**config.mk**
```make
export PLATFORM = sky130hd
export DESIGN_NAME = branch_address_queue
export DESIGN_NICKNAME = d
export VERILOG_FILES = /design/src/rtl/branch_address_queue.sv
export SDC_FILE = /design/constraint.sdc
export NUM_CORES = 1
export LEC_CHECK = 0
export CAP_MARGIN = 10
export CORE_MARGIN = 4
export CORE_UTILIZATION = 58
export DETAILED_ROUTE_END_ITERATION = 8
export GPL_TIMING_DRIVEN = 0
export PLACE_DENSITY = 0.84
export SLEW_MARGIN = 20
export SYNTH_ARGS = -nofsm -noshare
export SYNTH_HDL_FRONTEND = slang
export SYNTH_SLANG_ARGS = --single-unit
export TNS_END_PERCENT = 30
```
**constraint.sdc**
```tcl
create_clock -name Clock -period 12 [get_ports Clock]
set_input_delay 3 -clock Clock [delete_from_list [all_inputs] [get_ports Clock]]
set_output_delay 3 -clock Clock [all_outputs]
set_load 0.01 [all_outputs]
```
**src/rtl/branch_address_queue.sv**
```systemverilog
// branch_address_queue: FIFO of pending branch destination addresses.
// The oldest entry is presented on Q. All state updates are gated by
// step = ClockEnable & Tick. There is a synchronous preset to one all-ones
// entry, and cs forces Q to zero.
// Optional feature macro: BRANCH_QUEUE_BYPASS_EN. When it is defined, an
// empty queue that sees a push forwards D straight onto Q in the same cycle.
module branch_address_queue #(
  parameter int NrOfBits = 32,
  parameter int Depth    = 4,
  parameter int CntBits  = $clog2(Depth) + 1
) (
  input  logic                Clock,
  input  logic                Reset,
  input  logic                ClockEnable,
  input  logic                Tick,
  input  logic [NrOfBits-1:0] D,
  input  logic                Push,
  input  logic                Pop,
  input  logic                Flush,
  input  logic                pre,
  input  logic                cs,
  output logic [NrOfBits-1:0] Q,
  output logic                Empty,
  output logic                Full,
  output logic [CntBits-1:0]  Count,
  output logic                Overflow,
  output logic                Underflow
);

  localparam int AW = $clog2(Depth);

  logic [NrOfBits-1:0] r_mem [Depth];
  logic [AW-1:0]       r_rd, r_wr;
  logic [CntBits-1:0]  r_cnt;
  logic                r_ovf, r_udf;

  logic [AW-1:0]       w_rd_nxt, w_wr_nxt;
  logic [CntBits-1:0]  w_cnt_nxt;
  logic                w_ovf_nxt, w_udf_nxt;
  logic                w_step, w_empty, w_full;
  logic                w_pop_ok, w_push_ok, w_wen;
  logic                w_byp, w_byp_pop;

  assign w_step  = ClockEnable & Tick;
  assign w_empty = (r_cnt == '0);
  assign w_full  = (r_cnt == CntBits'(Depth));

  // The bypass is active only when a push actually reaches an empty queue
  // this cycle. A bypassed push that is popped at the same time never
  // touches storage.
`ifdef BRANCH_QUEUE_BYPASS_EN
  assign w_byp     = w_empty & Push & w_step & ~Flush & ~pre;
  assign w_byp_pop = w_byp & Pop;
`else
  assign w_byp     = 1'b0;
  assign w_byp_pop = 1'b0;
`endif

  assign w_pop_ok  = Pop & ~w_empty;
  assign w_push_ok = Push & (~w_full | w_pop_ok);

  // Next-state: Flush > pre > push/pop. Everything holds while step is low.
  always_comb begin
    w_rd_nxt  = r_rd;
    w_wr_nxt  = r_wr;
    w_cnt_nxt = r_cnt;
    w_ovf_nxt = r_ovf;
    w_udf_nxt = r_udf;
    w_wen     = 1'b0;
    if (w_step) begin
      if (Flush) begin
        w_rd_nxt  = '0;
        w_wr_nxt  = '0;
        w_cnt_nxt = '0;
        w_ovf_nxt = 1'b0;
        w_udf_nxt = 1'b0;
      end else if (pre) begin
        w_rd_nxt  = '0;
        w_wr_nxt  = AW'(1);
        w_cnt_nxt = CntBits'(1);
      end else if (!w_byp_pop) begin
        if (Pop && w_empty)     w_udf_nxt = 1'b1;
        if (Push && !w_push_ok) w_ovf_nxt = 1'b1;
        if (w_pop_ok)  w_rd_nxt = r_rd + 1'b1;
        if (w_push_ok) begin
          w_wr_nxt = r_wr + 1'b1;
          w_wen    = 1'b1;
        end
        if (w_push_ok && !w_pop_ok)      w_cnt_nxt = r_cnt + 1'b1;
        else if (w_pop_ok && !w_push_ok) w_cnt_nxt = r_cnt - 1'b1;
      end
    end
  end

  // Pointer, occupancy and sticky-flag registers. Reset clears them at once.
  always_ff @(posedge Clock or negedge Reset) begin
    if (!Reset) begin
      r_rd  <= '0;
      r_wr  <= '0;
      r_cnt <= '0;
      r_ovf <= 1'b0;
      r_udf <= 1'b0;
    end else begin
      r_rd  <= w_rd_nxt;
      r_wr  <= w_wr_nxt;
      r_cnt <= w_cnt_nxt;
      r_ovf <= w_ovf_nxt;
      r_udf <= w_udf_nxt;
    end
  end

  // Entry storage. It is not reset: contents are only meaningful below Count.
  always_ff @(posedge Clock) begin
    if (w_step && !Flush && pre) r_mem[0]    <= '1;
    else if (w_wen)              r_mem[r_wr] <= D;
  end

  assign Q         = cs ? '0 : (w_byp ? D : (w_empty ? '0 : r_mem[r_rd]));
  assign Empty     = w_empty;
  assign Full      = w_full;
  assign Count     = r_cnt;
  assign Overflow  = r_ovf;
  assign Underflow = r_udf;

endmodule

```
==> results of run 1 <==
[report_power, final]
part           internal, W  switching, W  leakage, nW
Combinational     0.000115     0.0000860        0.813
Sequential        0.000527    0.00000955         1.40
Clock             0.000278      0.000205        0.268
[flip-flops by register name, summed over array words and instances (netlist names)]
register and count:
Count 3, Underflow 1, r_wr 2, r_rd 2, r_mem 128, Overflow 1
[per-stage QoR]
step | hold slack [ns] | total power, W
floorplan | 0.532 | 0.000663
global placement | 0.516 | 0.000743
detailed placement | 0.536 | 0.000747
CTS | 0.552 | 0.00123
global route | 0.608 | 0.00127
finish | 0.545 | 0.00122
[cells in the mapped netlist (all sizes together) (4+ instances only)]
cell type / number
a21oi: 5
buf: 12
dfrtp: 9
edfxtp: 128
mux4: 32
nand2: 5
nor2: 4
nor2b: 32
or2: 33
[cells by family after synthesis]
group	Yosys count	synth area share [%]
XOR/XNOR	1	0.155
flip-flops	137	71.9
buffers and inverters	18	1.81
multiplexers	32	12.7
AND/OR/NAND/NOR	94	10.4
AO/OA/AOI/OAI	19	2.34
adder cells (fa/ha/maj)	2	0.575
[layout make-up]
type / count / area (µm²) / share of cell area [%]
Buffer: 15 / 91.3 / 1.25
Clock buffer: 17 / 414 / 5.66
Clock inverter: 15 / 141 / 1.93
Inverter: 3 / 11.3 / 0.154
Multi-Input combinational cell: 148 / 1510 / 20.6
Sequential cell: 137 / 4070 / 55.6
Tap cell: 129 / 161 / 2.21
Timing Repair Buffer: 92 / 917 / 12.5
[worst paths after layout]
kind                                 startpoint                    end  slack, ns  cells after the start
max in group asynchronous                 Reset    r_rd[0]$_DFFE_PN0P_       8.91                      1
max                                          cs                  Q[18]       4.16                      5
min in group asynchronous                 Reset   Count[0]$_DFFE_PN0P_       2.78                      1
min                        Overflow$_DFFE_PN0P_   Overflow$_DFFE_PN0P_       0.55                      2
min reg2reg                Overflow$_DFFE_PN0P_   Overflow$_DFFE_PN0P_       0.55                      2
max reg2reg                Count[2]$_DFFE_PN0P_  r_mem[2][0]$_DFFE_PP_       9.30                      6
[critical path: stages]
cell,delay [ns]
clkdlybuf4s50_1,0.42
or2_1,0.31
buf_1,0.29
nor2b_1,0.24
clkdlybuf4s50_1,0.58
[placed cells by master, fill, tap and decap left out, drive strengths merged, types with 3 or more instances in the layout]
master / Yosys / final
buf: 12 / 25
nand2: 5 / 5
edfxtp: 128 / 128
nand3: 3 / 3
clkdlybuf4s50: 0 / 79
dfrtp: 9 / 9
mux4: 32 / 32
clkinv: 0 / 6
nor2: 4 / 4
inv: 3 / 9
a21oi: 5 / 5
nor2b: 32 / 32
a31oi: 3 / 3
or2: 33 / 33
clkbuf: 3 / 20
[metal layers]
metal / part of all wire [%] / GRT usage, % / up-vias
met2: 54 / 36.9 / 103
met4: 2.0 / 9.13 / 0
li1: - / - / 1427
met3: 5.3 / 5.54 / 22
met1: 38 / 25.7 / 1567
met5: 0 / 0 / -
==> impl_metrics.ini, run 1 <==
[sta]
setup_slack_ns = 4.16
finalCritPeriodShare_pct = 65.3
rsz0062_at_grt = false
hold_viol = 0
setup-violations-final = 0
worst-slew-pin-transition_ns = 0.860
min_period_ns = 7.84
setup_tns_ns = 0
fin_worst_skew_ns = 0.0135
clock.fmax_mhz = 128
relSlewSlack_pct = 42.4
final_max_slew_viol_count = 0

[min_path]
hp-class = flip-flop to flip-flop

[die]
ioPinCount = 80
fp.dieW_um = 107
die_h_um = 107
die_area_mm2 = 0.0114
start_util_pct = 60.4
coreArea_mm2 = 0.00937
rows = 35

[grt]
track_usage_pct = 21.5
overflow = 0
grt_pass1_wl_um = 17900
antenna_found_initial = 0
grt_pass1_vias = 3343
grt_max_degree = 18

[synthesis]
syn_avg_cell_area_um2 = 18.7
synth_top_area_share_pct = 67.9
synthCells = 303
synth.area.top_cells = edfxtp_1, mux4_2, dfrtp_1
yosysSeqAreaShare_pct = 71.9
synth_cell_types = 42
synth_edf_count = 128
async_reset_ff_share_pct = 6.57
ys_ff_latch = 137
ys.flop_type = edfxtp_1
syn_nets = 346
syn_area_mm2 = 0.00566
yosysTopAreaCell = edfxtp_1
ys_warn_count = 0

[detailed_routing]
drt-total-wl_um = 11300
wl_per_cell_um = 20.3
dr.pass1.iters = 4
first_iter_violations = 148
drc_errors = 0
final_antenna_net_count = 0
viasPerCell = 5.61
num_vias = 3119

[placement]
place_congestion = 0.824
dp_hpwl_um = 7450
portBuffers = 79
dp.cells = 524
place_area_mm2 = 0.00676
pre_cts_ws_ns = 4.15

[power]
leakage_nw = 2.48
vdd_drop_max_mv = 0.104
cellPowerDensity_mw_per_mm2 = 167

[clock_tree]
cts.repair.resized = 0
clockBufferDepth = 2
cts_tree = done
clock_latency_ns = 0.52
htreeDepth = 4
cts_hold_buf = 0
post_cts_buffers = 0
cts-root-buf = clkbuf_8
tritoncts.num_buffers = 17
clock_sinks = 137
clk_transition_reported_paths_ns = 0.07

[worst_setup_path]
cp.required_ns = 9.00
arrival_ns = 4.84
crit_fanout = 10
end_kind = output port
crit_type = primary input to output port
start_kind = primary input

[finish]
num-fill-cells = 544
diodes = 0
layout-drive-gt1-share_pct = 21.8
area_growth_syn_to_layout_pct = 29.3
final_core_util_pct = 78.1
final_design_area_no_fill_mm2 = 0.00731
instances_no_fill = 556
final_nets = 457

[run]
drv_cap = 0

[status]
status = complete, no violations
Note: power is estimated with default switching activity, not from simulation.
==> inputs of run 2 (changes only) <==
Settings changed: CORE_UTILIZATION 58 to 49, PLACE_DENSITY 0.84 to 0.76.
Clock period 12 ns to 7.06 ns, I/O delays scaled along.
==> impl_metrics.ini, run 2 (synthesis gave the netlist of run 1 again) <==
[worst_setup_path]
crit_fanout = 10
crit_path_start = cs
critPathCapture = Q[20]
r2r-end = r_mem[2][11]$_DFFE_PP_
start_kind = primary input
arrival_ns = 3.63
worst-r2r-cell-count = 7
crit_type = primary input to output port
r2r_setup_slack_ns = 4.37
end_kind = output port
reg2reg_from = Count[2]$_DFFE_PN0P_
cp.required_ns = 5.30

[finish]
final_nets = 460
num-fill-cells = 759
regArea_mm2 = 0.00407
final_design_area_no_fill_mm2 = 0.00740
final_cell_mix = edfxtp_1, clkdlybuf4s50_1, or2_1
final_common_cell = edfxtp_1
final_core_util_pct = 66.8
regMostFlops = r_mem
layout-drive-gt1-share_pct = 22.1
largest_reg_flops = 128
diodes = 0
multi_input_area_mm2 = 0.00151
area_growth_syn_to_layout_pct = 30.9

[sta]
setup_tns_ns = 0
finalCritPeriodShare_pct = 76.4
clock.fmax_mhz = 185
worst-slew-pin-transition_ns = 0.800
rsz0062_at_grt = false
relSlewSlack_pct = 46.2
min_period_ns = 5.39
setup-violations-final = 0
final_max_slew_viol_count = 0
hold_viol = 0
fin_worst_skew_ns = 0.0159

[min_path]
hp-class = flip-flop to flip-flop

[detailed_routing]
final_antenna_net_count = 0
num_vias = 3088
viasPerCell = 5.43
drt-total-wl_um = 11000
drc_errors = 0
first_iter_violations = 193
dr.pass1.iters = 4
wl_per_cell_um = 19.4

[clock_tree]
clock_latency_ns = 0.41
clock_sinks = 137
cts_tree = done
cts-root-buf = clkbuf_16
cts_hold_buf = 0
clk_transition_reported_paths_ns = 0.06
clockBufferDepth = 2
htreeDepth = 4
cts.repair.resized = 0
tritoncts.num_buffers = 17
post_cts_buffers = 0

[die]
die_h_um = 115
fp.dieW_um = 115
ioPinCount = 80
start_util_pct = 51.1
rows = 38
die_area_mm2 = 0.0133
coreArea_mm2 = 0.0111

[power]
p_clk_share_pct = 41.4
leakage_nw = 2.52
seqPwrFrac_pct = 42.7
pwr-share-comb_pct = 15.9
p_sw_w = 0.000487
swShare_pct = 22.8
vdd_drop_max_mv = 0.196
p_int_w = 0.00165
cellPowerDensity_mw_per_mm2 = 288

[placement]
place_congestion = 0.786
dp_hpwl_um = 7570
portBuffers = 79
place_area_mm2 = 0.00680

[grt]
track_usage_pct = 17.9
overflow = 0
grt_pass1_vias = 3317
grt_pass1_wl_um = 17600
antenna_found_initial = 0
grt_max_degree = 21

[status]
status = complete, no violations

[run]
drv_cap = 0
## run 2: changes by cell type in the layout (fill, tap and decap cells not counted)
| cell | before | now |
|---|---|---|
| clkinv_1 | 1 | 0 |
| buf_4 | 7 | 10 |
| clkbuf_1 | 3 | 4 |
| buf_6 | 7 | 8 |
| buf_2 | 8 | 7 |
| inv_6 | 6 | 3 |
| clkbuf_16 | 16 | 17 |
| clkbuf_8 | 1 | 0 |
| bufinv_16 | 1 | 3 |
## run 2: cell type report
class,count,area share (%)
Tap cell,140,2.37
Sequential cell,137,55.0
Inverter,3,0.152
Timing Repair Buffer,95,12.8
Multi-Input combinational cell,148,20.4
Clock buffer,18,5.80
Clock inverter,13,2.32
Buffer,15,1.23
## run 2: how the worst min path moves through the flow
stage          cells after the start                     to             startpoint  slack (ns)
3_3_place_gp                       2  Underflow$_DFFE_PN0P_  Underflow$_DFFE_PN0P_        0.52
2_1_floorplan                      1    r_wr[1]$_DFFE_PN0P_    r_wr[1]$_DFFE_PN0P_        0.53
3_5_place_dp                       2  Underflow$_DFFE_PN0P_  Underflow$_DFFE_PN0P_        0.53
6_report                           2  Underflow$_DFFE_PN0P_  Underflow$_DFFE_PN0P_        0.54
5_1_grt                            2  Underflow$_DFFE_PN0P_  Underflow$_DFFE_PN0P_        0.58
4_1_cts                            2  Underflow$_DFFE_PN0P_  Underflow$_DFFE_PN0P_        0.55
## run 2: per-stage QoR
step / setup WS (ns) / total power [W] / cells / hold WS (ns)
CTS: 1.64 / 0.00215 / 569 / 0.546
floorplan: 1.32 / 0.00113 / 303 / 0.532
finish: 1.67 / 0.00214 / 569 / 0.543
global route: 1.54 / 0.00221 / 569 / 0.584
detailed placement: 1.67 / 0.00127 / 538 / 0.528
global placement: -1.69 / 0.00127 / 522 / 0.520
## run 2: power groups by stage
stage	clock, W	sequential, W	combinational [W]
finish	0.000883	0.000912	0.000340
global route	0.000931	0.000914	0.000370
CTS	0.000893	0.000911	0.000347
detailed placement	0	0.000927	0.000345
global placement	0	0.000928	0.000338
floorplan	0	0.000927	0.000200
## run 2: metal layers
| layer | part of all wire, % | track usage [%] | vias up | routed length, µm |
|---|---|---|---|---|
| met3 | 4.0 | 4.18 | 12 | 444 |
| li1 | - | - | 1426 | - |
| met1 | 42 | 23.6 | 1568 | 4600 |
| met2 | 53 | 29.9 | 82 | 5840 |
| met5 | 0 | 0 | - | 0 |
| met4 | 1.2 | 5.95 | 0 | 136 |
## run 2: critical path, stage by stage
cell             delay (ns)
clkdlybuf4s50_1        0.40
or2_1                  0.33
buf_1                  0.31
nor2b_1                0.25
clkdlybuf4s50_1        0.57
